===== src/rtl/overlay_line_fetcher.sv =====
// overlay_line_fetcher: schedules fixed-length Avalon-MM read bursts that fetch one overlay line per request.
module overlay_line_fetcher #(
    parameter int                    ADDR_WIDTH     = 32,
    parameter int                    DATA_BYTES     = 8,
    parameter logic [ADDR_WIDTH-1:0] BASE_ADDR      = 32'h3000_0000,
    parameter int                    LINE_STRIDE    = 5120,
    parameter int                    BEATS_PER_LINE = 640,
    parameter int                    BURST_LEN      = 16,
    parameter int                    NUM_LINES      = 720,
    parameter int                    CNT_WIDTH      = 11
) (
    input  logic                  clock,
    input  logic                  masterReset_n,
    input  logic                  enable,
    input  logic                  frameStart,
    input  logic                  lineRequest,
    input  logic [CNT_WIDTH-1:0]  fifoFree,
    output logic [ADDR_WIDTH-1:0] avm_address,
    output logic                  avm_read,
    output logic [7:0]            avm_burstcount,
    input  logic                  avm_waitrequest,
    input  logic                  avm_readdatavalid,
    output logic                  busy,
    output logic                  lineDone,
    output logic                  overrunErr
);
    localparam int BURSTS = BEATS_PER_LINE / BURST_LEN;
    localparam int BL_W   = $clog2(BURSTS + 1);
    localparam int IDX_W  = $clog2(NUM_LINES + 1);
    localparam logic [BL_W-1:0]       BURSTS_INIT = BL_W'(BURSTS);
    localparam logic [IDX_W-1:0]      LAST_IDX    = IDX_W'(NUM_LINES - 1);
    localparam logic [ADDR_WIDTH-1:0] BURST_BYTES = ADDR_WIDTH'(BURST_LEN * DATA_BYTES);
    localparam logic [ADDR_WIDTH-1:0] STRIDE      = ADDR_WIDTH'(LINE_STRIDE);
    localparam logic [CNT_WIDTH-1:0]  BURST_CNT   = CNT_WIDTH'(BURST_LEN);

    typedef enum logic [1:0] {IDLE, CHECK, ISSUE, DRAIN} state_t;

    state_t                state;
    logic [ADDR_WIDTH-1:0] line_addr;
    logic [ADDR_WIDTH-1:0] burst_addr;
    logic [IDX_W-1:0]      line_idx;
    logic [BL_W-1:0]       bursts_left;
    logic [CNT_WIDTH-1:0]  outstanding;
    logic                  pend_frame;
    logic                  space_ok;
    logic                  accept;
    logic                  dec;
    logic [CNT_WIDTH-1:0]  out_inc;
    logic [CNT_WIDTH-1:0]  out_next;

    assign avm_burstcount = 8'(BURST_LEN);
    assign accept   = avm_read && !avm_waitrequest;
    // one extra bit keeps outstanding + BURST_LEN from wrapping in the space test
    assign space_ok = {1'b0, fifoFree} >= ({1'b0, outstanding} + {1'b0, BURST_CNT});
    // a beat returning with nothing outstanding is dropped so the count saturates at zero
    assign out_inc  = outstanding + (accept ? BURST_CNT : '0);
    assign dec      = avm_readdatavalid && (out_inc != '0);
    assign out_next = out_inc - {{(CNT_WIDTH-1){1'b0}}, dec};

    // line fetch state machine with registered bus and status outputs
    always_ff @(posedge clock or negedge masterReset_n) begin
        if (!masterReset_n) begin
            state       <= IDLE;
            line_addr   <= BASE_ADDR;
            burst_addr  <= '0;
            line_idx    <= '0;
            bursts_left <= '0;
            outstanding <= '0;
            pend_frame  <= 1'b0;
            avm_address <= '0;
            avm_read    <= 1'b0;
            busy        <= 1'b0;
            lineDone    <= 1'b0;
            overrunErr  <= 1'b0;
        end else begin
            outstanding <= out_next;
            lineDone    <= 1'b0;
            if (lineRequest && state != IDLE) overrunErr <= 1'b1;
            if (frameStart && state != IDLE) pend_frame <= 1'b1;
            case (state)
                IDLE: begin
                    if (frameStart) begin
                        line_addr <= BASE_ADDR;
                        line_idx  <= '0;
                    end
                    if (lineRequest && enable) begin
                        state       <= CHECK;
                        busy        <= 1'b1;
                        burst_addr  <= frameStart ? BASE_ADDR : line_addr;
                        bursts_left <= BURSTS_INIT;
                    end
                end
                CHECK: begin
                    if (space_ok) begin
                        state       <= ISSUE;
                        avm_read    <= 1'b1;
                        avm_address <= burst_addr;
                    end
                end
                ISSUE: begin
                    if (!avm_waitrequest) begin
                        avm_read    <= 1'b0;
                        burst_addr  <= burst_addr + BURST_BYTES;
                        bursts_left <= bursts_left - BL_W'(1);
                        state       <= (bursts_left > BL_W'(1)) ? CHECK : DRAIN;
                    end
                end
                DRAIN: begin
                    if (outstanding == '0) begin
                        state    <= IDLE;
                        busy     <= 1'b0;
                        lineDone <= 1'b1;
                        if (pend_frame || frameStart || line_idx == LAST_IDX) begin
                            line_addr  <= BASE_ADDR;
                            line_idx   <= '0;
                            pend_frame <= 1'b0;
                        end else begin
                            line_addr <= line_addr + STRIDE;
                            line_idx  <= line_idx + IDX_W'(1);
                        end
                    end
                end
                default: state <= IDLE;
            endcase
        end
    end
endmodule


===== config.mk =====
export PLATFORM = sky130hd
export DESIGN_NAME = overlay_line_fetcher
export DESIGN_NICKNAME = d
export VERILOG_FILES = /design/src/rtl/overlay_line_fetcher.sv
export SDC_FILE = /design/constraint.sdc
export NUM_CORES = 1
export LEC_CHECK = 0
export BUFFER_PORTS_ARGS = -buffer_cell sky130_fd_sc_hd__buf_2
export CORE_UTILIZATION = 65
export CTS_BUF_LIST = sky130_fd_sc_hd__clkbuf_8 sky130_fd_sc_hd__clkbuf_16
export DETAILED_ROUTE_END_ITERATION = 6
export PLACE_DENSITY = 0.91
export SYNTH_ARGS = -nofsm -noshare
export SYNTH_HDL_FRONTEND = slang
export SYNTH_SLANG_ARGS = --single-unit

===== constraint.sdc =====
create_clock -name clock -period 7.76 [get_ports clock]
set_input_delay 0.388 -clock clock [delete_from_list [all_inputs] [get_ports clock]]
set_output_delay 0.388 -clock clock [all_outputs]
set_load 0.02 [all_outputs]

* Word level (Yosys, flattened, before mapping)
Index checks and enable logic that the tools add are counted.
** Storage, ports and cells
- Memory bits (read-only) :: 0
- Memories kept :: 0
- RAM bits :: 0
- Bits in latches :: 0
- Output and inout port bits :: 44
- Logic and storage cells :: 85
- Register bits after elaboration :: 130
** Cells by class
- Divide/modulo/power cells :: 0
- Shift operators :: 0
- Bitwise gates (word level) :: 0
- Mux-type cells :: 33
- Equality and inequality tests :: 9
- Multipliers :: 0
- Reductions and logical operators :: 22
- Order comparisons :: 2
- Add/subtract/negate cells :: 7
** Operators with widths (number)
- $mux W32 :: 5
- $pmux W32 S2 :: 2
- $add A32 B13 Y32 const B :: 1
- $add A32 B8 Y32 const B :: 1
- $mux W10 :: 3
- $pmux W10 S2 :: 1
- $add A11 B5 Y12 const B :: 1
- $ge A11 B12 Y1 :: 1
- $mux W6 :: 2
- $pmux W6 S2 :: 1
- $reduce_and A3 Y1 :: 4
- $add A11 B5 Y11 :: 1
- $logic_not A11 Y1 :: 1
- $reduce_bool A11 Y1 :: 1
- $sub A11 B1 Y11 :: 1
- $add A10 B1 Y10 const B :: 1
- $eq A10 B10 Y1 const B :: 1
- $mux W1 :: 10
- $mux W2 :: 5
- $ne A2 B2 Y1 const B :: 5
- $pmux W2 S4 :: 1
- $reduce_bool A2 Y1 :: 4
- $gt A6 B1 Y1 const B :: 1
- $sub A6 B1 Y6 const B :: 1
- 10 further kinds :: 18

* Logic depth before layout (Yosys ltp)
Gate-level depths: netlist of run 1.
- Word-level depth :: 7
- Depth in mapped cells :: 15
- Depth with buffers taken out :: 15

* Least setup slack after synthesis of run 1
No wires, ideal clock.
- Path kind :: register to register
- Start :: register outstanding[6]
- End :: register avm_address[0]
- Cell stages (with the launch flop) :: 14
- Data arrival time :: 2840 ps
- Path slack :: 4795 ps
- Period minus slack after synthesis :: 2965 ps
- Cells stage by stage :: dfrtp_1 -> clkbuf_1 -> nand3_1 -> nor2_1 -> xnor2_1 -> ha_1 -> and3_1 -> nand3_1 -> or4_1 -> o211ai_1 -> and3b_1 -> buf_6 -> buf_12 -> mux2_4
** On the way
- Word-level cells in the longest chain between the ends :: 3
** Ends and longest elaborated chain
- from (decl) :: RTL line 43 : logic [CNT_WIDTH-1:0] outstanding;
- from (signal assigned) :: RTL line 76 : outstanding <= out_next;
- $add A11 B5 Y12 :: RTL line 54 : assign space_ok = {1'b0, fifoFree} >= ({1'b0, outstanding} + {1'b0, BURST_CNT});
- $ge A11 B12 Y1 :: RTL line 54
- $reduce_and A2 Y1 (no source line)
- to (signal assigned) :: RTL line 97 : avm_address <= burst_addr;
- to (decl) :: RTL line 18 : output logic [ADDR_WIDTH-1:0] avm_address,
Every way passes these cells.
A chain may end at the register's enable or synchronous reset.

* Worst setup path after layout of run 1
- Start :: register outstanding[5]
- End :: register avm_address[18]
Same word-level chain as after synthesis.

==> flow_summary.yaml, run 1 <==
timing:
  hold_violations: 0
  slew_headroom_pct: 9.813
  timing.fmax_ghz: 0.2576
  setup_viol: 0
  rsz0062_at_grt: "no"
  timing.final.crit_share_pct: 50.02
  tns_ns: 0
  min_period_ns: 3.881
  maxSlewViolCount: 0
  skew_ns: 0.01334
  tightestPinTransition_ns: 1.347
setup_path:
  end_kind: "flop"
  setup.worst_path.start: "outstanding[5]$_DFF_PN0_"
  arrival_ns: 4.30
  slowest_delay_ns: 0.97
  setup.worst_path.end: "avm_address[18]$_DFFE_PN0P_"
  crit_path_start_kind: "flop"
  crit_type: "reg -> reg"
  regToRegStartpoint: "outstanding[5]$_DFF_PN0_"
  critPathMaxFanout: 34
  r2r_setup_slack_ns: 3.88
  path_cells: "ha_1 > nand3_1 > nor2_1 > xnor2_1 > ha_1 > and3_1 > nand3_1 > or4_1 > o211ai_1 > and3b_2 > mux2_2"
  r2r_cells: 11
  crit_required_ns: 8.17
  critical_path.slowest_cell: "and3b_2"
  regToRegEndpoint: "avm_address[18]$_DFFE_PN0P_"
pwr:
  p_sw_share_pct: 35.94
  vdd_drop_max_mv: 0.2188
  pwr-share-comb_pct: 30.4
  power_density_nw_per_um2: 330.0
  p_int_w: 0.001643
  seqPwrFrac_pct: 38.0
  p_leak_nw: 3.539
  total_power_w: 0.002565
  p_clk_share_pct: 31.6
  p_sw_w: 0.0009217
detailed_routing:
  via_per_inst: 6.642
  antenna_left: 0
  wire_per_inst_um: 19.33
  num_vias: 5971
  drcViolationCount: 0
  drt_iter0_drc: 966
  first_pass_iters: 7
  wirelength_um: 17380
yosys:
  synth_xor_xnor_area_share_pct: 2.141
  synth_top_family_by_area: "simple AND/OR/NAND/NOR gates"
  synth-simple-area-share_pct: 18.59
  synth_compound_area_share_pct: 15.85
  yosys_register_bits: 130
  synth_edf_count: 0
  syn_avg_cell_area_um2: 9.753
  yosysWarnings: 0
  synth.cell_area_um2: 6954
  synthAdderAreaFrac_pct: 3.958
  async_flop_share_pct: 100.0
  syn_inst: 713
  yosys.cell_types.count: 64
  synth_ff_type: "dfrtp_1"
  synthMuxAreaShare_pct: 7.719
  synth.yosys.seq_area_share_pct: 46.82
placed_design:
  gp_congestion: 0.8529
  dpl.cell_count: 866
  place_hpwl_um: 10740
  io_buffers: 53
  placed_area_um2: 7169
die:
  coreArea_um2: 10370
  start_util_pct: 67.06
  row_count: 37
  ios: 62
  die_w_um: 105.4
  dieArea_um2: 11120
  die_y_um: 105.4
cells_and_area:
  n_fill_cell: 637
  nets: 790
  most-common-layout-cells: "dfrtp_1 (128), nand2_1 (82), o21ai_0 (67)"
  fin_cells: 899
  syn_to_final_growth_pct: 11.77
  n_antenna_cell: 0
  final_cell_area_um2: 7772
  drive_above_1_share_pct: 17.30
  layout_commonest_cell: "dfrtp_1"
min_path:
  hold_path.class: "in -> reg"
cts:
  path_clk_slew_ns: 0.06
  cts.sink_count: 130
  clockBufferDepth: 2
  h-tree-depth: 4
  tritoncts: "done"
  cts_buffers: 17
  worstSkewPairLatency_ns: 0.54
  cts_root_buffer: "clkbuf_8"
  post_cts_buffers: 0
global_route:
  grt_max_degree: 83
  track_usage_pct: 32.51
  grt-ovfl-total: 0
  antenna_found_initial: 0
  grt_pass1_wl_um: 28060
  grt_pass1_vias: 5667
outcome:
  status: "completed"
job:
  drv_cap: 0
sequential cells by signal, indices dropped and copies added, names as in the netlist, 2 cells and up:
signal       flops
state            2
line_idx        10
outstanding     11
burst_addr      32
bursts_left      6
line_addr       32
avm_address     32
worst min-delay path by stage:
stage / start / cells after the start / endpoint / slack, ns
2_1_floorplan: masterReset_n / 0 / avm_address[0]$_DFFE_PN0P_ / 0.09
3_3_place_gp: masterReset_n / 1 / avm_address[27]$_DFFE_PN0P_ / 0.43
3_5_place_dp: masterReset_n / 1 / bursts_left[4]$_DFFE_PN0P_ / 0.44
4_1_cts: lineRequest / 2 / overrunErr$_DFFE_PN0P_ / 0.13
5_1_grt: lineRequest / 2 / overrunErr$_DFFE_PN0P_ / 0.12
6_report: lineRequest / 2 / overrunErr$_DFFE_PN0P_ / 0.13
cell usage after synthesis, types with 9 or more instances:
master	number	area share, %
a31oi_1	15	1.3
nor2_1	46	2.5
inv_1	16	0.86
and3_1	18	1.6
mux2_4	28	6.0
nor3_1	13	0.94
ha_1	22	4.0
nand3_1	34	2.4
a21oi_1	47	3.4
xnor2_1	9	1.1
a211oi_1	9	0.97
dfrtp_1	128	46
and2_1	15	1.3
clkbuf_1	25	1.3
nand2_1	82	4.4
o21ai_0	67	4.8
routing by layer:
| metal | track usage [%] | wire length, µm | vias to the layer above | part of all wire (%) |
|---|---|---|---|---|
| met2 | 50.94 | 8232 | 389 | 47 |
| met5 | 0 | 0 | - | 0 |
| li1 | - | - | 2624 | - |
| met4 | 18.81 | 880 | 0 | 5.1 |
| met1 | 40.63 | 6717 | 2845 | 39 |
| met3 | 8.844 | 1546 | 113 | 8.9 |
per-stage QoR:
stage,setup WS [ns],hold WS [ns],util [%]
6_report,3.879,0.1340,74.95
5_1_grt,3.705,0.1226,74.95
4_1_cts,3.932,0.1253,74.95
3_5_place_dp,3.973,0.4405,69.14
3_3_place_gp,4.165,0.4284,69.14
2_1_floorplan,4.795,0.09241,-
power groups by stage:
stage	combinational [W]	clock [W]	sequential (W)
2_1_floorplan	0.000549	0	0.000988
3_3_place_gp	0.000715	0	0.000968
3_5_place_dp	0.000755	0	0.000979
4_1_cts	0.000769	0.000807	0.000972
5_1_grt	0.000847	0.000840	0.000993
6_report	0.000779	0.000810	0.000976
worst max-delay path, delay by kind of cell, from the launching register on:
| kind | cells | cell delay (ns) |
|---|---|---|
| AO/OA/AOI/OAI | 1 | 0.14 |
| adder cells (fa/ha/maj) | 2 | 0.53 |
| AND/OR/NAND/NOR | 6 | 2.07 |
| multiplexers | 1 | 0.43 |
| flip-flops | 1 | 0.46 |
| XOR/XNOR | 1 | 0.08 |
layout make-up:
type | instances | area, µm² | area share [%]
clock buffers | 18 | 427.9 | 5.505
well taps | 136 | 170.2 | 2.189
clock inverters | 14 | 165.2 | 2.125
flip-flops and latches | 130 | 3256 | 41.89
repair buffers | 57 | 300.3 | 3.863
multi-input cells | 527 | 3390 | 43.61
inverters | 17 | 63.81 | 0.8210
what timing repair did:
action / in CTS / in global routing
hold endpoints to repair: 48 / 0
resized for setup: 0 / 0
hold buffers: 1 / 0
kinds of logic after synthesis:
kind of cell	after synthesis
xor gates and xnor gates	17
and+or+nand+nor	257
other	2
DFF	130
adders and majority gates	22
muxes	39
AOI/OAI and AO/OA	184
buffers and inverters	62
No activity file was read; power rests on OpenSTA's default activity.
==> run 2, diff against run 1 <==
--- a/config.mk
+++ b/config.mk
@@ -6,10 +6,10 @@
 export NUM_CORES = 1
 export LEC_CHECK = 0
 export BUFFER_PORTS_ARGS = -buffer_cell sky130_fd_sc_hd__buf_2
-export CORE_UTILIZATION = 65
+export CORE_UTILIZATION = 60
 export CTS_BUF_LIST = sky130_fd_sc_hd__clkbuf_8 sky130_fd_sc_hd__clkbuf_16
 export DETAILED_ROUTE_END_ITERATION = 6
-export PLACE_DENSITY = 0.91
+export PLACE_DENSITY = 0.85
 export SYNTH_ARGS = -nofsm -noshare
 export SYNTH_HDL_FRONTEND = slang
 export SYNTH_SLANG_ARGS = --single-unit
==> constraint.sdc (replaced) <==
create_clock -name clock -period 4.06 [get_ports clock]
set_input_delay 0.203 -clock clock [delete_from_list [all_inputs] [get_ports clock]]
set_output_delay 0.203 -clock clock [all_outputs]
set_load 0.02 [all_outputs]
==> flow_summary.yaml, run 2 (synthesis gave the netlist of run 1 again) <==
global_route:
  grt_pass1_wl_um: 26040
  grt-ovfl-total: 0
  track_usage_pct: 28.53
  antenna_found_initial: 0
  grt_pass1_vias: 5472
  grt_max_degree: 83
cts:
  path_clk_slew_ns: 0.05
  clockBufferDepth: 2
  cts_buffers: 17
  ctsResizeCount: 0
  tritoncts: "done"
  hold_buffers: 0
  cts_root_buffer: "clkbuf_16"
  worstSkewPairLatency_ns: 0.41
  cts.sink_count: 130
  post_cts_buffers: 0
  h-tree-depth: 4
die:
  ios: 62
  dieArea_um2: 12030
  coreArea_um2: 11080
  die_w_um: 109.7
  row_count: 38
  die_y_um: 109.7
  start_util_pct: 62.77
cells_and_area:
  nets: 794
  drive_above_1_share_pct: 17.36
  layout_commonest_cell: "dfrtp_1"
  largestRegisters: "avm_address: 32 flops, burst_addr: 32 flops, line_addr: 32 flops"
  syn_to_final_growth_pct: 11.66
  n_antenna_cell: 0
  n_fill_cell: 812
  most-common-layout-cells: "dfrtp_1 (128), nand2_1 (82), o21ai_0 (67)"
placed_design:
  gp_congestion: 0.8614
  place_hpwl_um: 10670
  io_buffers: 53
detailed_routing:
  num_vias: 5664
  antenna_left: 0
  first_pass_iters: 6
  wirelength_um: 15930
  top_layer: "met4"
  wl_met3_um: 900
  drcViolationCount: 0
  drt_iter0_drc: 508
  wirelength_met1_um: 6629
  via_per_inst: 6.252
  route.met2.wl_um: 7948
  wire_per_inst_um: 17.58
timing:
  tns_ns: 0
  timing.final.crit_share_pct: 79.92
  rsz0062_at_grt: "no"
  tightestPinTransition_ns: 1.086
  skew_ns: 0.007182
  hold_violations: 26
  timing.fmax_ghz: 0.3082
  slew_headroom_pct: 27.24
  maxSlewViolCount: 0
  setup_viol: 0
  whs_ns: -0.04267
  min_period_ns: 3.245
setup_path:
  r2r_setup_slack_ns: 0.82
  crit_required_ns: 4.35
  critPathMaxFanout: 34
  crit_path_start_kind: "flop"
  crit_type: "reg -> reg"
  end_kind: "flop"
  arrival_ns: 3.54
pwr:
  p_leak_nw: 3.565
  power_density_nw_per_um2: 608.8
  total_power_w: 0.004727
  vdd_drop_max_mv: 0.5026
job:
  drv_cap: 0
outcome:
  violations: "negative hold slack"
  status: "finished, violations left"
min_path:
  hold_path.class: "in -> async"
run 2: changes by cell type in the layout (fill, tap and decap cells not counted), moves of 2 or more:
cell        change
bufinv_16       -2
clkinv_2        +3
inv_1           +3
clkinvlp_4      -3
buf_4           +4
clkinv_4        -3
run 2: worst paths after layout:
check / cells past startpoint / from / to
worst max-delay path: 12 / outstanding[5]$_DFF_PN0_ / avm_address[18]$_DFFE_PN0P_
worst min-delay path: 1 / masterReset_n / bursts_left[2]$_DFFE_PN0P_
worst max register to register: 12 / outstanding[5]$_DFF_PN0_ / avm_address[18]$_DFFE_PN0P_
worst min register to register: 1 / overrunErr$_DFFE_PN0P_ / overrunErr$_DFFE_PN0P_
max in group asynchronous: 2 / masterReset_n / avm_address[7]$_DFFE_PN0P_
min in group clock: 2 / lineRequest / overrunErr$_DFFE_PN0P_
run 2: final cells by class:
cell class / instances / area, µm² / share of cell area (%)
inverters: 17 / 63.81 / 0.8218
flip-flops and latches: 130 / 3256 / 41.93
clock inverters: 11 / 73.82 / 0.9507
clock buffers: 20 / 466.7 / 6.010
repair buffers: 61 / 340.3 / 4.383
well taps: 140 / 175.2 / 2.256
multi-input cells: 527 / 3390 / 43.65
run 2: where the power goes:
group	internal, W	switching (W)	leakage, nW
Clock	0.000867	0.000513	0.291
Combinational	0.000637	0.000871	1.61
Sequential	0.00157	0.000270	1.67
Total	0.00307	0.00165	3.56
run 2: routing by layer:
metal,up-vias,track usage (%)
li1,2624,-
met1,2776,35.78
met2,218,47.08
met3,46,6.758
met4,0,12.48
met5,-,0
run 2: worst max-delay path: stages, from the launching register on:
cell and delay (ns):
dfrtp_1 0.44, ha_1 0.22, nand3_1 0.12, nor2_1 0.16
xnor2_1 0.08, ha_1 0.29, and3_1 0.18, nand3_1 0.09
or4_1 0.51, o211ai_1 0.13, and3b_2 0.24, buf_12 0.26
mux2_2 0.37
run 2: through the flow:
stage,cell area [µm²],utilization (%),instances,setup WS [ns]
3_5_place_dp,7224,65.21,875,0.8376
5_1_grt,7765,70.09,906,0.6290
6_report,7765,70.09,906,0.8150
2_1_floorplan,6977,-,719,1.095
3_3_place_gp,7224,65.21,875,0.9386
4_1_cts,7765,70.09,906,0.8210
